==> src/rtl/uop_ecdsa_pkg.sv <==
// uop_ecdsa_pkg: shared opcode, selector, exec codes, field positions and FSM states for the uop sequencer
package uop_ecdsa_pkg;
  localparam logic [3:0] OPCODE_MOV = 4'h1;
  localparam logic [3:0] OPCODE_ADD = 4'h2;
  localparam logic [3:0] OPCODE_SUB = 4'h3;
  localparam logic [3:0] OPCODE_MUL = 4'h4;
  localparam logic [3:0] OPCODE_CMP = 4'h5;
  localparam logic [3:0] OPCODE_RDY = 4'hF;
  localparam logic [3:0] UOP_SRC_PX   = 4'h0;
  localparam logic [3:0] UOP_SRC_PY   = 4'h1;
  localparam logic [3:0] UOP_SRC_PZ   = 4'h2;
  localparam logic [3:0] UOP_SRC_QX   = 4'h3;
  localparam logic [3:0] UOP_SRC_QY   = 4'h4;
  localparam logic [3:0] UOP_SRC_T1   = 4'h9;
  localparam logic [3:0] UOP_SRC_T2   = 4'hA;
  localparam logic [3:0] UOP_SRC_ZERO = 4'hD;
  localparam logic [3:0] UOP_SRC_ONE  = 4'hE;
  localparam logic [3:0] UOP_DST_RX   = 4'h6;
  localparam logic [3:0] UOP_DST_RY   = 4'h7;
  localparam logic [3:0] UOP_DST_RZ   = 4'h8;
  localparam logic [3:0] UOP_DST_T1   = 4'h9;
  localparam logic [3:0] UOP_DST_T2   = 4'hA;
  localparam logic [3:0] UOP_EXEC_ALWAYS = 4'h0;
  localparam logic [3:0] UOP_EXEC_IF_EQ  = 4'h1;
  localparam int OP_LSB   = 16;
  localparam int SRC1_LSB = 12;
  localparam int SRC2_LSB = 8;
  localparam int DST_LSB  = 4;
  localparam int EXEC_LSB = 0;
  typedef enum logic [2:0] {S_IDLE, S_FETCH, S_DECODE, S_ISSUE, S_WAIT, S_DONE} seq_state_t;
endpackage

==> src/rtl/uop_sequencer_if.sv <==
// uop_sequencer_if: microcode ROM port and datapath issue/completion handshake
interface uop_sequencer_if #(parameter int ADDR_W = 6, parameter int UOP_W = 20);
  logic [ADDR_W-1:0] rom_addr;
  logic [UOP_W-1:0]  rom_data;
  logic              uop_valid;
  logic [3:0]        uop_opcode;
  logic [3:0]        uop_src1;
  logic [3:0]        uop_src2;
  logic [3:0]        uop_dst;
  logic              uop_done;
  logic              cmp_eq;
  modport master (output rom_addr, uop_valid, uop_opcode, uop_src1, uop_src2, uop_dst,
                  input rom_data, uop_done, cmp_eq);
  modport slave (input rom_addr, uop_valid, uop_opcode, uop_src1, uop_src2, uop_dst,
                 output rom_data, uop_done, cmp_eq);
endinterface

==> src/rtl/uop_seq_watchdog.sv <==
// uop_seq_watchdog: 16-bit WAIT-cycle counter, expires when it has counted 0xFFFF cycles
module uop_seq_watchdog (
  input  logic clk,
  input  logic rst,
  input  logic clr,
  input  logic inc,
  output logic expired
);
  logic [15:0] cnt;
  always_ff @(posedge clk)
    cnt <= (rst || clr) ? '0 : inc ? cnt + 16'd1 : cnt;
  assign expired = inc && (&cnt);
endmodule

==> src/rtl/uop_sequencer.sv <==
// uop_sequencer: microcode fetch/decode/issue FSM; UOP_SEQ_WATCHDOG_EN adds a WAIT timeout driving sticky err
module uop_sequencer
  import uop_ecdsa_pkg::*;
#(
  parameter int ADDR_W   = 6,
  parameter int UOP_W    = 20,
  parameter int MAX_ADDR = 63
) (
  input  logic             clk,
  input  logic             rst,
  input  logic             ena,
  output logic             rdy,
  output logic             err,
  uop_sequencer_if.master  bus
);
  seq_state_t       st;
  logic             flag_eq;
  logic             wd_to;
  logic [UOP_W-1:0] w;
  logic [3:0]       op, exec;
  logic             run, last;
  assign w    = bus.rom_data;
  assign op   = w[OP_LSB+:4];
  assign exec = w[EXEC_LSB+:4];
  assign run  = (exec != UOP_EXEC_IF_EQ) || flag_eq;
  assign last = bus.rom_addr == ADDR_W'(MAX_ADDR);
  always_ff @(posedge clk) begin
    if (rst) begin
      st             <= S_IDLE;
      rdy            <= 1'b1;
      flag_eq        <= 1'b0;
      bus.rom_addr   <= '0;
      bus.uop_valid  <= 1'b0;
      bus.uop_opcode <= '0;
      bus.uop_src1   <= '0;
      bus.uop_src2   <= '0;
      bus.uop_dst    <= '0;
    end else begin
      bus.uop_valid <= 1'b0;
      case (st)
        S_IDLE: if (ena) begin
          bus.rom_addr <= '0;
          flag_eq      <= 1'b0;
          rdy          <= 1'b0;
          st           <= S_FETCH;
        end
        S_FETCH: st <= S_DECODE;
        S_DECODE:
          if (op == OPCODE_RDY) st <= S_DONE;
          else if (!run) begin
            st <= last ? S_DONE : S_FETCH;
            if (!last) bus.rom_addr <= bus.rom_addr + 1'b1;
          end else begin
            bus.uop_opcode <= op;
            bus.uop_src1   <= w[SRC1_LSB+:4];
            bus.uop_src2   <= w[SRC2_LSB+:4];
            bus.uop_dst    <= w[DST_LSB+:4];
            bus.uop_valid  <= 1'b1;
            st             <= S_ISSUE;
          end
        S_ISSUE: st <= S_WAIT;
        S_WAIT:
          if (bus.uop_done) begin
            if (bus.uop_opcode == OPCODE_CMP) flag_eq <= bus.cmp_eq;
            st <= last ? S_DONE : S_FETCH;
            if (!last) bus.rom_addr <= bus.rom_addr + 1'b1;
          end else if (wd_to) st <= S_DONE;
        S_DONE: begin
          rdy <= 1'b1;
          st  <= S_IDLE;
        end
        default: st <= S_IDLE;
      endcase
    end
  end
`ifdef UOP_SEQ_WATCHDOG_EN
  uop_seq_watchdog u_wd (
    .clk     (clk),
    .rst     (rst),
    .clr     (st == S_ISSUE),
    .inc     (st == S_WAIT),
    .expired (wd_to)
  );
  always_ff @(posedge clk)
    err <= rst ? 1'b0 : (err || (wd_to && !bus.uop_done));
`else
  assign wd_to = 1'b0;
  assign err   = 1'b0;
`endif
endmodule
==> src/flat_wrapper.sv <==
// flat-port wrapper written by rule: the top's interface ports become plain ports
module uop_sequencer_flat import uop_ecdsa_pkg::*;
#(
  parameter int ADDR_W   = 6,
  parameter int UOP_W    = 20,
  parameter int MAX_ADDR = 63
)
  (clk, rst, ena, rdy, err, bus_rom_addr, bus_uop_valid, bus_uop_opcode, bus_uop_src1, bus_uop_src2, bus_uop_dst, bus_rom_data, bus_uop_done, bus_cmp_eq);
  uop_sequencer_if #(.ADDR_W(ADDR_W), .UOP_W(UOP_W)) bus_i ();
  input  logic clk;
  input  logic rst;
  input  logic ena;
  output logic rdy;
  output logic err;
  output wire logic [$bits(bus_i.rom_addr)-1:0] bus_rom_addr;
  output wire logic [$bits(bus_i.uop_valid)-1:0] bus_uop_valid;
  output wire logic [$bits(bus_i.uop_opcode)-1:0] bus_uop_opcode;
  output wire logic [$bits(bus_i.uop_src1)-1:0] bus_uop_src1;
  output wire logic [$bits(bus_i.uop_src2)-1:0] bus_uop_src2;
  output wire logic [$bits(bus_i.uop_dst)-1:0] bus_uop_dst;
  input wire logic [$bits(bus_i.rom_data)-1:0] bus_rom_data;
  input wire logic [$bits(bus_i.uop_done)-1:0] bus_uop_done;
  input wire logic [$bits(bus_i.cmp_eq)-1:0] bus_cmp_eq;
  assign bus_rom_addr = bus_i.rom_addr;
  assign bus_uop_valid = bus_i.uop_valid;
  assign bus_uop_opcode = bus_i.uop_opcode;
  assign bus_uop_src1 = bus_i.uop_src1;
  assign bus_uop_src2 = bus_i.uop_src2;
  assign bus_uop_dst = bus_i.uop_dst;
  assign bus_i.rom_data = bus_rom_data;
  assign bus_i.uop_done = bus_uop_done;
  assign bus_i.cmp_eq = bus_cmp_eq;
  uop_sequencer #(.ADDR_W(ADDR_W), .UOP_W(UOP_W), .MAX_ADDR(MAX_ADDR)) u_core (.clk(clk), .rst(rst), .ena(ena), .rdy(rdy), .err(err), .bus(bus_i));
endmodule
==> config.mk <==
export PLATFORM = sky130hd
export DESIGN_NAME = uop_sequencer_flat
export DESIGN_NICKNAME = d
export VERILOG_FILES = /design/src/rtl/uop_ecdsa_pkg.sv /design/src/rtl/uop_sequencer_if.sv /design/src/rtl/uop_seq_watchdog.sv /design/src/rtl/uop_sequencer.sv /design/src/flat_wrapper.sv
export SDC_FILE = /design/constraint.sdc
export NUM_CORES = 1
export LEC_CHECK = 0
export BUFFER_PORTS_ARGS = -buffer_cell sky130_fd_sc_hd__buf_2
export CORE_ASPECT_RATIO = 1.2
export CORE_MARGIN = 2
export CORE_UTILIZATION = 52
export CTS_CLUSTER_DIAMETER = 60
export DETAILED_ROUTE_END_ITERATION = 8
export PLACE_DENSITY = 0.8
export SETUP_SLACK_MARGIN = 0.3
export SLEW_MARGIN = 20
export SYNTH_ARGS = -nofsm -noshare
export SYNTH_HDL_FRONTEND = slang
export SYNTH_SLANG_ARGS = --single-unit
export TNS_END_PERCENT = 30
==> constraint.sdc <==
create_clock -name clk -period 4 [get_ports clk]
set_input_delay 0.8 -clock clk [delete_from_list [all_inputs] [get_ports clk]]
set_output_delay 0.8 -clock clk [all_outputs]
set_load 0.02 [all_outputs]
==> results of run 1 <==
==> Yosys cell counts, types with 2 or more instances <==
library cell,n
o21ai_0,2
o21ai_1,2
inv_1,5
mux2i_1,13
clkbuf_1,5
dfxtp_1,28
nand2_1,4
nor3_1,6
nor4_1,2
o311ai_1,2
nor2b_1,5
nand2b_1,2
a21oi_1,5
and4_1,2
o32ai_1,3
nand3_1,4
o31ai_1,3
nor2_1,21
==> tightest hold or removal path: stages, from the launching register on <==
cell	delay [ns]
dfxtp_1	0.35
mux2i_1	0.07
nor2_1	0.07
==> cells by family after synthesis <==
family	share of synthesized area, %
XOR/XNOR	0.637
flip-flops	40.8
buffers and inverters	5.91
adder cells (fa/ha/maj)	0.910
AND/OR/NAND/NOR	23.5
multiplexers	9.46
AO/OA/AOI/OAI	18.6
other	0.273
==> final cells by class <==
class / count / area, sq um
fill: 210 / 881
multi-input combinational: 101 / 733
sequential: 28 / 561
timing repair buffer: 48 / 240
tap: 33 / 41.3
clock inverter: 1 / 30.0
clock buffer: 3 / 22.5
inverter: 5 / 18.8
==> how the worst max path moves through the flow <==
stage	start	to	slack [ns]	cells after the start
6_report	bus_rom_data[3]	u_core.bus.uop_src2[0]	1.84	5
5_1_grt	u_core.bus.rom_addr[0]	u_core.bus.rom_addr[3]	1.71	5
4_1_cts	bus_rom_data[3]	u_core.bus.uop_opcode[1]	1.81	5
3_5_place_dp	bus_rom_data[3]	u_core.bus.uop_opcode[1]	1.44	5
3_3_place_gp	bus_rom_data[3]	u_core.bus.uop_src2[1]	1.51	5
2_1_floorplan	bus_rom_data[3]	u_core.bus.uop_dst[0]	1.72	6
==> flip-flops by register name, summed over array words and instances (netlist names) <==
register               cells
u_core.bus.uop_dst         4
u_core.flag_eq             1
u_core.st                  3
u_core.rdy                 1
u_core.bus.uop_opcode      4
u_core.bus.uop_src2        4
u_core.bus.uop_valid       1
u_core.bus.rom_addr        6
u_core.bus.uop_src1        4
==> stage by stage <==
step	utilization, %	area (sq um)	setup WS [ns]	power, W
2_1_floorplan	-	1380	1.72	0.000363
3_3_place_gp	63.1	1590	1.51	0.000386
3_5_place_dp	63.1	1590	1.44	0.000389
4_1_cts	65.1	1650	1.81	0.000571
5_1_grt	65.1	1650	1.71	0.000591
6_report	65.1	1650	1.84	0.000568
==> layer usage <==
metal / track usage (%) / vias up / wire [microns]
li1: - / 608 / -
met1: 24.0 / 553 / 1220
met2: 35.8 / 41 / 1460
met3: 2.71 / 6 / 145
met4: 8.11 / 0 / 22
met5: 0 / - / 0
==> power groups by stage <==
| stage | clock network (W) | registers [W] | logic, W |
|---|---|---|---|
| after floorplan | 0 | 0.000310 | 0.0000535 |
| after global placement | 0 | 0.000304 | 0.0000825 |
| after detailed placement | 0 | 0.000304 | 0.0000846 |
| after CTS | 0.000188 | 0.000298 | 0.0000849 |
| after global routing | 0.000198 | 0.000300 | 0.0000929 |
| final | 0.000186 | 0.000298 | 0.0000841 |
==> impl_metrics.yaml, run 1 <==
sta:
  max-slew-margin-rel_pct: 47.2
  fmax_mhz: 462
  fin_skew_ns: 0.00669
  final-max-slew-violation-count: 0
  tns_ns: 0
  rsz0062_at_grt: "false"
  setup_viol: 0
  finalCritPeriodShare_pct: 54.1
  hold_ws_ns: 0.515
  tightest_slew_ns: 0.785
  period_needed_ns: 2.16
  finalHoldViolations: 0
detailed_routing:
  route.detailed.drc: 0
  drtPass1Iterations: 4
  via_count: 1208
  drt_iter0_drc: 36
  via_per_inst: 5.52
  wl_per_cell_microns: 13.0
  ant_nets: 0
  drt-total-wl_microns: 2850
clock_network:
  holdBufCountCts: 0
  htree_num_levels: 1
  cts.repair.resized: 0
  cts_max_path_buffers: 2
  insertion_delay_ns: 0.33
  numCtsBuffers: 3
  cts-root-buf: "clkbuf_4"
  cts_tree: "yes"
  cts.sinks: 28
  clk_pin_slew_ns: 0.15
  cts_setup_buffers: 0
floorplan:
  rows: 20
  die_x_microns: 50.9
  start_util_pct: 54.4
  placeableCoreArea_sq_mm: 0.00253
  die_h_microns: 60.3
  io_pins: 50
  dieArea_sq_mm: 0.00307
worst_hold_path:
  hold_class: "register to register"
  hold_depth: 2
  hold_start: "u_core.bus.uop_src2[1]"
  holdPathEnd: "u_core.bus.uop_src2[1]"
worst_setup_path:
  cp_max_fo: 18
  cp.arrival_ns: 2.37
  r2r_start: "u_core.bus.rom_addr[0]"
  cp-start-kind: "primary input"
  endpoint_kind: "register"
  path_class: "primary input to register"
  r2r_end: "u_core.bus.rom_addr[5]"
  path_cells: "buf_2, or4b_4, o211ai_4, mux2i_1, nor2_1"
  crit_family: "simple AND/OR/NAND/NOR gates"
  cpPeakStageDelay_ns: 0.59
  critPathBufInv: 1
  crit_required_ns: 4.21
  r2r_cells: 5
  cp_slowest_cell: "or4b_4"
  rrSetupSlack_ns: 1.88
layout:
  diodes: 0
  final_cell_mix: "buf_2, dfxtp_1, nor2_1"
  final_cells: 219
  layout_commonest_cell: "buf_2"
  layout.nets: 213
  syn2layout_area_growth_pct: 19.7
  drive_above_1_share_pct: 33.3
logic_synthesis:
  synth_edf_count: 0
  ys.flop_type: "dfxtp_1"
  syn_inst: 143
  async_flop_share_pct: 0
  synth_warnings: 0
  seq_area_frac_synth_pct: 40.8
  synth_area_sq_mm: 0.00138
  synth_top_cell_area_share_pct: 40.8
  syn_avg_cell_area_sq_um: 9.62
  synthesis.nets: 169
  synth-seq-cells: 28
  ys_types: 47
  yosys.area.top_type: "dfxtp_1"
  synth_area_leaders: "dfxtp_1, mux2i_1, nor2_1"
power_and_ir_drop:
  vdd_drop_max_uv: 234
  leakagePower_nw: 0.799
  power_frac_comb_pct: 14.8
  p_switching_w: 0.000143
  power_density_mw_per_mm2: 345
  pwr-share-seq_pct: 52.5
  intPower_w: 0.000425
  switching_share_pct: 25.1
  clkPwrFrac_pct: 32.7
global_routing:
  grt_pass1_wl_microns: 4800
  antenna_found_initial: 0
  grt_max_degree: 31
  grt_use_total_pct: 19.9
  grt-ovfl-total: 0
  grt_pass1_vias: 1159
place:
  port_buffers: 48
  finalWeightedCongestion: 0.782
  dp_cells: 215
  dp_hpwl_microns: 2160
run:
  maxCapViolCount: 0
run_status:
  outcome: "finished, final reports clean"
(Power assumes the default switching activity.)
==> run 2, diff against run 1 <==
CORE_UTILIZATION = 48   (was 52)
PLACE_DENSITY = 0.75   (was 0.8)
clock period = 2.12 ns   (was 4 ns; I/O delays follow)
==> run 2 against run 1 <==
Compared with the run above: worst hold slack got worse by 0.19 ns; first-iteration DRC count did not move; clock power rose by 90%; count of clock-buffer cells in the layout did not move; combinational power rose by 100%; clock skew rose by 0.0073 ns; register-to-register slack got worse by 1.5 ns; via count rose by 2.8%; power rose by 91%; non-clock buffer count rose by 4; largest power group unchanged; highest routed layer unchanged.
==> impl_metrics.yaml, run 2 (synthesized netlist as in run 1, its figures left out) <==
power_and_ir_drop:
  power_frac_comb_pct: 15.6
  switching_share_pct: 25.5
  clkPwrFrac_pct: 32.5
  leakagePower_nw: 0.831
  pwr-share-seq_pct: 51.9
  p_switching_w: 0.000277
  intPower_w: 0.000809
  vdd_drop_max_uv: 484
  power_density_mw_per_mm2: 629
sta:
  finalCritPeriodShare_pct: 82.8
  fin_skew_ns: 0.0140
  final-max-slew-violation-count: 0
  finalHoldViolations: 0
  max-slew-margin-rel_pct: 65.0
  hold_ws_ns: 0.321
  rsz0062_at_grt: "false"
  setup_viol: 0
  fmax_mhz: 570
  period_needed_ns: 1.75
  tightest_slew_ns: 0.525
  tns_ns: 0
global_routing:
  grt_max_degree: 31
  grt_pass1_vias: 1141
  antenna_found_initial: 0
  grt_use_total_pct: 19.2
  grt-ovfl-total: 0
  grt_pass1_wl_microns: 5000
floorplan:
  io_pins: 50
  rows: 21
  die_x_microns: 52.9
  die_h_microns: 62.6
  placeableCoreArea_sq_mm: 0.00276
  dieArea_sq_mm: 0.00331
  start_util_pct: 49.8
detailed_routing:
  drt_iter0_drc: 36
  via_count: 1242
  wl_per_cell_microns: 13.8
  via_per_inst: 5.54
  drt-total-wl_microns: 3090
  route.detailed.drc: 0
  ant_nets: 0
  drtPass1Iterations: 4
worst_setup_path:
  crit_required_ns: 2.35
  cp_max_fo: 11
  cp.arrival_ns: 1.99
  endpoint_kind: "register"
  path_class: "register to register"
  cp-start-kind: "register"
clock_network:
  cts-root-buf: "clkbuf_4"
  numCtsBuffers: 3
  cts_max_path_buffers: 2
  holdBufCountCts: 0
  clk_pin_slew_ns: 0.16
  htree_num_levels: 1
  cts.sinks: 28
  cts_tree: "yes"
  insertion_delay_ns: 0.33
layout:
  largest_register_ffs: 6
  layout_commonest_cell: "buf_2"
  regMostFlops: "u_core.bus.rom_addr"
  diodes: 0
  final_cells: 224
  drive_above_1_share_pct: 36.8
  layout.nets: 217
  final_cell_mix: "buf_2, dfxtp_1, nor2_1"
  syn2layout_area_growth_pct: 25.6
place:
  port_buffers: 48
  dp_hpwl_microns: 2280
  finalWeightedCongestion: 0.851
  dp_cells: 218
worst_hold_path:
  hold_class: "primary input to register"
run:
  maxCapViolCount: 0
run_status:
  outcome: "finished, final reports clean"
==> run 2: cell type report <==
class	instances	area [sq um]
well taps	34	42.5
clock inverters	1	30.0
clock buffers	3	22.5
fillers	249	1030
multi-input cells	101	768
inverters	5	18.8
repair buffers	52	283
flip-flops and latches	28	562
==> run 2: repair_timing <==
action / 4_1_cts / 5_1_grt
gates resized for setup: 1 / 3
pin swaps: 0 / 1
endpoints found under the setup margin: 1 / 11
gates cloned: 0 / 0
setup buffers: 0 / 2
==> run 2: worst paths after layout <==
kind | start | end | slack [ns] | cells past startpoint
min | bus_rom_data[5] | u_core.bus.uop_dst[1] | 0.32 | 3
max reg2reg | u_core.st[2] | u_core.bus.rom_addr[4] | 0.37 | 6
max | u_core.st[2] | u_core.bus.rom_addr[4] | 0.37 | 6
min reg2reg | u_core.bus.uop_dst[3] | u_core.bus.uop_dst[3] | 0.51 | 2
==> run 2: power groups by stage <==
stage	logic, W	clock network (W)	registers (W)
final	0.000169	0.000353	0.000564
after floorplan	0.000103	0	0.000585
after global placement	0.000162	0	0.000573
after global routing	0.000185	0.000379	0.000568
after CTS	0.000168	0.000360	0.000564
after detailed placement	0.000167	0	0.000575
==> run 2: stage by stage <==
| stage | cell area (sq um) | power, W | util [%] | worst slack [ns] |
|---|---|---|---|---|
| 2_1_floorplan | 1390 | 0.000688 | - | 0.214 |
| 3_3_place_gp | 1640 | 0.000735 | 59.3 | 0.161 |
| 3_5_place_dp | 1640 | 0.000741 | 59.3 | 0.117 |
| 4_1_cts | 1700 | 0.00109 | 61.5 | 0.327 |
| 5_1_grt | 1730 | 0.00113 | 62.6 | 0.311 |
| 6_report | 1730 | 0.00109 | 62.6 | 0.365 |
==> run 2: per-layer routing <==
metal,vias up,share of wire [%],wire (microns),GRT usage (%)
met4,0,0.45,14,6.09
met3,2,4.6,143,2.39
met1,584,43,1340,24.7
met5,-,0,0,0
li1,617,-,-,-
met2,39,52,1590,32.5
==> run 2: worst max-delay path, cell delays in order (launching register included) <==
cell       delay [ns]
dfxtp_2          0.43
xnor2_2          0.36
nor4_4           0.05
buf_4            0.18
buf_4            0.14
a2111oi_2        0.37
o32ai_2          0.12
